File: src/rtl/hilo_muldiv_unit.sv
// hilo_muldiv_unit
//   Architectural HI/LO register pair with a built-in iterative multiplier
//   (shift-add) and restoring divider (shift-subtract). One step per clock,
//   WIDTH steps, then a one-cycle FINISH that applies sign correction and
//   writes HI/LO.
//
// Ports:
//   clk       rising-edge clock
//   reset     asynchronous, active-low reset
//   start     operation request, sampled only while busy=0
//   op        000 MULT, 001 MULTU, 010 DIV, 011 DIVU,
//             100 MTHI, 101 MTLO, 110 MADD, 111 MADDU
//   src_a     multiplicand / dividend / MTHI-MTLO data
//   src_b     multiplier / divisor
//   cancel    flush; aborts the in-flight op, suppresses a start in IDLE
//   busy      high while an iterative op is in flight
//   done      one-cycle pulse after HI/LO is written by an iterative op
//   div_zero  one-cycle pulse with done for a divide by zero
//   hi_out    current HI
//   lo_out    current LO
//
// Build option:
//   HILO_MADD_EN  when defined, MADD/MADDU accumulate the product into HI:LO;
//                 otherwise op 110/111 are no-ops.
module hilo_muldiv_unit #(
  parameter int WIDTH = 32,
  parameter int CNT_W = 6
) (
  input  logic             clk,
  input  logic             reset,
  input  logic             start,
  input  logic [2:0]       op,
  input  logic [WIDTH-1:0] src_a,
  input  logic [WIDTH-1:0] src_b,
  input  logic             cancel,
  output logic             busy,
  output logic             done,
  output logic             div_zero,
  output logic [WIDTH-1:0] hi_out,
  output logic [WIDTH-1:0] lo_out
);

  localparam logic [1:0] IDLE   = 2'd0;
  localparam logic [1:0] BUSY   = 2'd1;
  localparam logic [1:0] FINISH = 2'd2;

  localparam logic [2:0] OP_MTHI = 3'b100;
  localparam logic [2:0] OP_MTLO = 3'b101;

  localparam logic [CNT_W-1:0] LAST_STEP = CNT_W'(WIDTH - 1);

  logic [1:0]         state;
  logic [CNT_W-1:0]   cnt;
  logic               isDiv;
  logic               negRes;     // product sign, or quotient sign
  logic               negRem;     // remainder takes dividend sign
  logic               divByZero;
  logic [WIDTH-1:0]   opnd;       // multiplicand or divisor magnitude
  logic [WIDTH-1:0]   accHi;      // product high half / partial remainder
  logic [WIDTH-1:0]   accLo;      // multiplier / dividend, shifted out as result bits shift in

`ifdef HILO_MADD_EN
  logic               isMadd;
  logic [2*WIDTH-1:0] maddAcc;
`endif

  // Operand decode and magnitude conversion
  logic             signedOp, divOp, iterOp, aNeg, bNeg;
  logic [WIDTH-1:0] aMag, bMag;

  always_comb begin
    signedOp = ~op[0];
    divOp    = (op[2:1] == 2'b01);
`ifdef HILO_MADD_EN
    iterOp   = ~op[2] | (op[2:1] == 2'b11);
`else
    iterOp   = ~op[2];
`endif
    aNeg     = signedOp & src_a[WIDTH-1];
    bNeg     = signedOp & src_b[WIDTH-1];
    aMag     = aNeg ? ('0 - src_a) : src_a;
    bMag     = bNeg ? ('0 - src_b) : src_b;
  end

  // One iteration step
  logic [WIDTH:0]   mulSum, divTrial;
  logic [WIDTH-1:0] nextHi, nextLo;

  always_comb begin
    mulSum   = {1'b0, accHi} + (accLo[0] ? {1'b0, opnd} : '0);
    divTrial = {accHi, accLo[WIDTH-1]} - {1'b0, opnd};
    if (isDiv) begin
      // Restoring divide: keep the trial difference only when it is non-negative.
      nextHi = divTrial[WIDTH] ? {accHi[WIDTH-2:0], accLo[WIDTH-1]} : divTrial[WIDTH-1:0];
      nextLo = {accLo[WIDTH-2:0], ~divTrial[WIDTH]};
    end else begin
      nextHi = mulSum[WIDTH:1];
      nextLo = {mulSum[0], accLo[WIDTH-1:1]};
    end
  end

  // Sign correction for the final write
  logic [2*WIDTH-1:0] prodRaw, prodFinal;
  logic [WIDTH-1:0]   quotFinal, remFinal;

  always_comb begin
    prodRaw   = {accHi, accLo};
    prodFinal = negRes ? ('0 - prodRaw) : prodRaw;
`ifdef HILO_MADD_EN
    if (isMadd) prodFinal = prodFinal + maddAcc;
`endif
    quotFinal = negRes ? ('0 - accLo) : accLo;
    remFinal  = negRem ? ('0 - accHi) : accHi;
  end

  always_comb busy = (state != IDLE);

  always_ff @(posedge clk or negedge reset) begin
    if (!reset) begin
      state     <= IDLE;
      cnt       <= '0;
      isDiv     <= 1'b0;
      negRes    <= 1'b0;
      negRem    <= 1'b0;
      divByZero <= 1'b0;
      opnd      <= '0;
      accHi     <= '0;
      accLo     <= '0;
      done      <= 1'b0;
      div_zero  <= 1'b0;
      hi_out    <= '0;
      lo_out    <= '0;
`ifdef HILO_MADD_EN
      isMadd    <= 1'b0;
      maddAcc   <= '0;
`endif
    end else begin
      done     <= 1'b0;
      div_zero <= 1'b0;
      case (state)
        IDLE: begin
          if (start && !cancel) begin
            if (op == OP_MTHI) begin
              hi_out <= src_a;
            end else if (op == OP_MTLO) begin
              lo_out <= src_a;
            end else if (iterOp) begin
              state     <= BUSY;
              cnt       <= '0;
              isDiv     <= divOp;
              negRes    <= aNeg ^ bNeg;
              negRem    <= aNeg;
              divByZero <= divOp && (src_b == '0);
              // Multiply shifts the multiplier out of accLo; divide shifts the dividend out.
              opnd      <= divOp ? bMag : aMag;
              accLo     <= divOp ? aMag : bMag;
              accHi     <= '0;
`ifdef HILO_MADD_EN
              isMadd    <= op[2];
              maddAcc   <= {hi_out, lo_out};
`endif
            end
          end
        end
        BUSY: begin
          if (cancel) begin
            state <= IDLE;
          end else begin
            accHi <= nextHi;
            accLo <= nextLo;
            cnt   <= cnt + CNT_W'(1);
            if (cnt == LAST_STEP) state <= FINISH;
          end
        end
        FINISH: begin
          state <= IDLE;
          if (!cancel) begin
            done <= 1'b1;
            if (isDiv) begin
              if (divByZero) begin
                div_zero <= 1'b1;
              end else begin
                hi_out <= remFinal;
                lo_out <= quotFinal;
              end
            end else begin
              {hi_out, lo_out} <= prodFinal;
            end
          end
        end
        default: state <= IDLE;
      endcase
    end
  end

endmodule

File: config.mk
export PLATFORM = sky130hd
export DESIGN_NAME = hilo_muldiv_unit
export DESIGN_NICKNAME = d
export VERILOG_FILES = /design/src/rtl/hilo_muldiv_unit.sv
export SDC_FILE = /design/constraint.sdc
export NUM_CORES = 1
export LEC_CHECK = 0
export BUFFER_PORTS_ARGS = -buffer_cell sky130_fd_sc_hd__buf_4
export CAP_MARGIN = 5
export CELL_PAD_IN_SITES_DETAIL_PLACEMENT = 0
export CELL_PAD_IN_SITES_GLOBAL_PLACEMENT = 2
export CORE_MARGIN = 2
export CORE_UTILIZATION = 33
export DETAILED_ROUTE_END_ITERATION = 7
export PLACE_DENSITY_LB_ADDON = 0.15
export SETUP_SLACK_MARGIN = 0.4
export SYNTH_ARGS = -nofsm -noshare
export SYNTH_HDL_FRONTEND = slang
export SYNTH_SLANG_ARGS = --single-unit
File: constraint.sdc
create_clock -name clk -period 3.51 [get_ports clk]
set_clock_uncertainty 0.2 [all_clocks]
set_input_delay 0 -clock clk [delete_from_list [all_inputs] [get_ports clk]]
set_output_delay 0 -clock clk [all_outputs]
set_load 0.02 [all_outputs]
==> results.cfg <==
[status]
outcome = finished with violations
violations = setup timing

[yosys]
synth_xor_area_share_pct = 9.95
synthSimpleGateAreaFrac_pct = 19.4
synthMuxAreaShare_pct = 4.64
netlist_area_um2 = 14900
synth_compound_area_share_pct = 25.7
yosysTopAreaCell = dfrtp_1
async_flop_share_pct = 100
synth_area_leaders = dfrtp_1, o21ai_0, ha_1, nand2_1, a21oi_1
yosysSeqAreaShare_pct = 29.3
synth_top_area_share_pct = 29.3
synth_edf_count = 0
ys.flop_type = dfrtp_1
yosys_warnings = 0
synth_cell_types = 75
syn_inst = 1926
synthAdderAreaFrac_pct = 6.08
syn_avg_cell_area_um2 = 7.72
synth-seq-cells = 174
synth_top_family_by_area = compound AO/OA/AOI/OAI gates
syn_nets = 2068

[power_and_ir_drop]
p_per_area_nw_per_um2 = 924
peakVddDrop_uv = 435
power_uw = 19100
p_leak_uw = 0.00900

[floorplanning]
fp-row-count = 77
core_area_um2 = 44300
die_h_um = 216
start_util_pct = 33.6
ioPinCount = 138
dieArea_um2 = 46800
die_w_um = 216

[route]
drt_wl_total_um = 67700
num_vias = 16000
vias_per_cell = 5.57
dr.pass1.iters = 5
drt-initial-drc-count = 1118
drcViolationCount = 0
wire_per_inst_um = 23.6
ant_nets = 0

[critical_path]
cp.required_ns = 3.70
cp-start-kind = register
crit_type = reg2reg
cp_top_family = simple AND/OR/NAND/NOR gates
crit_buf_inv = 0
path_max_fanout = 3
critPathMaxStageDelay_ns = 0.54
end_kind = register
cpMostUsedCell = or4_4
crit_chain = or4_4, or3_4, or4_4, or4_4, o31a_1, o21ai_2, a31oi_1, xor2_1, mux2i_1, o21ai_1
crit_path_top_delay_cell = or4_4
critPathArrivalTime_ns = 3.73

[sta]
relSlewSlack_pct = 33.8
hold_viol = 0
grt_setup_unrepaired = true
setup_tns_ns = -0.0313
setup_violations = 1
fmax_ghz = 0.282
slew_viol_final = 0
tightest_slew_ns = 0.991
period_minus_slack_ns = 3.54
setup_slack_ns = -0.0313
fin_crit_sh_pct = 101

[place]
placed_area_um2 = 17700
port_buffers = 137
dp_hpwl_um = 51600
gp_congestion = 0.933
dp_slack_ns = -0.0619

[clock_network]
cts.clk_slew.worst_paths_ns = 0.08
clock_latency_ns = 0.46
clk_path_buf_depth = 2
cts_buffers = 17
h-tree-depth = 4
clockRootBuffer = clkbuf_16
clock_sinks = 174
cts_tree = built

[layout]
area_growth_pct = 38.9
finalInstanceArea_um2 = 20700
diodes = 0
final_nets = 2405
layout-drive-gt1-share_pct = 26.9

[grt]
grt.total_usage_pct = 28.4
antenna_found_initial = 5
grt_max_degree = 72
grt_pass1_wl_um = 99700
grt_overflow = 0
grt_pass1_vias = 15600

[job]
drv_cap = 0

[hold_path]
hold_path.class = in2reg
-- what timing repair did --
item	4_1_cts	5_1_grt
buffers inserted	27	31
resized for setup	111	189
cloned	1	0
hold endpoints to repair	271	0
setup endpoints to repair	73	88
hold buffers	73	0
pin swaps	41	98
-- worst register-to-register path: stages, from the launching register on --
cell and delay (ns):
dfrtp_1 0.38, or4_4 0.54, or3_4 0.35, or4_4 0.46, or4_4 0.46, o31a_1 0.26, o21ai_2 0.21, a31oi_1 0.13
xor2_1 0.22, mux2i_1 0.11, o21ai_1 0.16
-- cells in the mapped netlist (3+ instances only) --
cell type and n:
o21a_1 12, nand3_1 37, nor4_1 17, o21bai_1 6, or4_4 4, mux2_2 7
a211oi_1 17, o31ai_1 39, o31a_1 6, a21oi_1 159, o21ai_0 210, a41oi_1 5
or2_2 7, clkbuf_1 95, a21boi_0 9, a22o_1 3, nor3b_1 4, o221ai_1 13
nand2_1 223, and2_1 8, nor3_1 38, nand4_1 13, o211ai_1 30, nor2_1 191
a22oi_1 16, nand3b_1 3, ha_1 69, xnor2_1 88, o41ai_1 7, or4_1 6
inv_1 71, dfrtp_1 174, nor2b_1 17, a21o_1 30, a221o_1 6, buf_2 6
xor2_1 81, or3_1 20, mux2i_1 61, a31oi_1 22, buf_1 16, o2111ai_1 3
nand2b_1 18, and3_1 12
-- power by group --
group	total, µW	switching (µW)	internal [µW]
clock network	1910	961	946
registers	3400	672	2730
logic	13800	7580	6190
total	19100	9220	9860
-- layout make-up --
cell class | count | area (µm²)
well taps | 592 | 741
multi-input cells | 1562 | 11000
clock buffers | 20 | 447
clock inverters | 12 | 104
fillers | 4466 | 23700
flip-flops and latches | 174 | 4360
inverters | 71 | 269
repair buffers | 437 | 3730
-- cells by family after synthesis --
| logic type | Yosys count |
|---|---|
| adders and majority gates | 71 |
| muxes | 68 |
| DFF | 174 |
| AOI/OAI and AO/OA | 623 |
| xor gates and xnor gates | 169 |
| and+or+nand+nor | 631 |
| buffers and inverters | 190 |
-- worst paths after layout --
path	startpoint	end	slack [ns]	cells after the start
worst min register to register	lo_out[12]	lo_out[12]	0.28	2
worst max register to register	accLo[16]	hi_out[21]	-0.03	10
min in group asynchronous	reset	hi_out[14]	0.41	3
worst min-delay path	src_b[7]	accLo[7]	0.01	6
max in group asynchronous	reset	accHi[2]	1.88	4
worst max-delay path	accLo[16]	hi_out[21]	-0.03	10
-- stage by stage --
stage               instances  hold WS (ns)  util [%]
finish                   2868        0.0143      46.6
CTS                      2837       0.00364      44.4
global placement         2704        -0.104      39.9
global route             2868        0.0654      46.6
floorplan                1926        -0.496         -
detailed placement       2704        -0.110      39.9
-- sequential cells by signal (all words and copies together) (netlist names) --
signal	cells
lo_out	32
negRes	1
negRem	1
done	1
divByZero	1
hi_out	32
accLo	32
isDiv	1
div_zero	1
opnd	32
cnt	6
accHi	32
state	2
-- placed cells by master, fill, tap and decap left out, drive strengths merged, types with 10 or more instances in the layout --
master	count
nand2b	18
nor2	191
o21ai	213
a31oi	22
dfrtp	174
o221ai	13
nor3	38
xor2	81
clkbuf	21
nor4	17
o21a	12
a21boi	10
a21oi	159
nand3	38
inv	76
a22oi	16
dlygate4sd3	71
nor2b	17
and3	14
ha	69
o211ai	30
mux2i	61
nand2	223
o31ai	39
nand4	13
or3	23
or4	10
xnor2	88
a211oi	17
buf	364
a21o	30
-- layer usage --
| metal | share of wire (%) | wire length (µm) | global-route usage (%) | vias up |
|---|---|---|---|---|
| li1 | - | - | - | 7566 |
| met1 | 44 | 29500 | 36.9 | 7822 |
| met2 | 48 | 32400 | 47.6 | 473 |
| met3 | 4.5 | 3070 | 3.82 | 117 |
| met4 | 4.0 | 2730 | 11.4 | 4 |
| met5 | 0.049 | 33 | 0 | - |
Power figures use the tool's default switching activity.
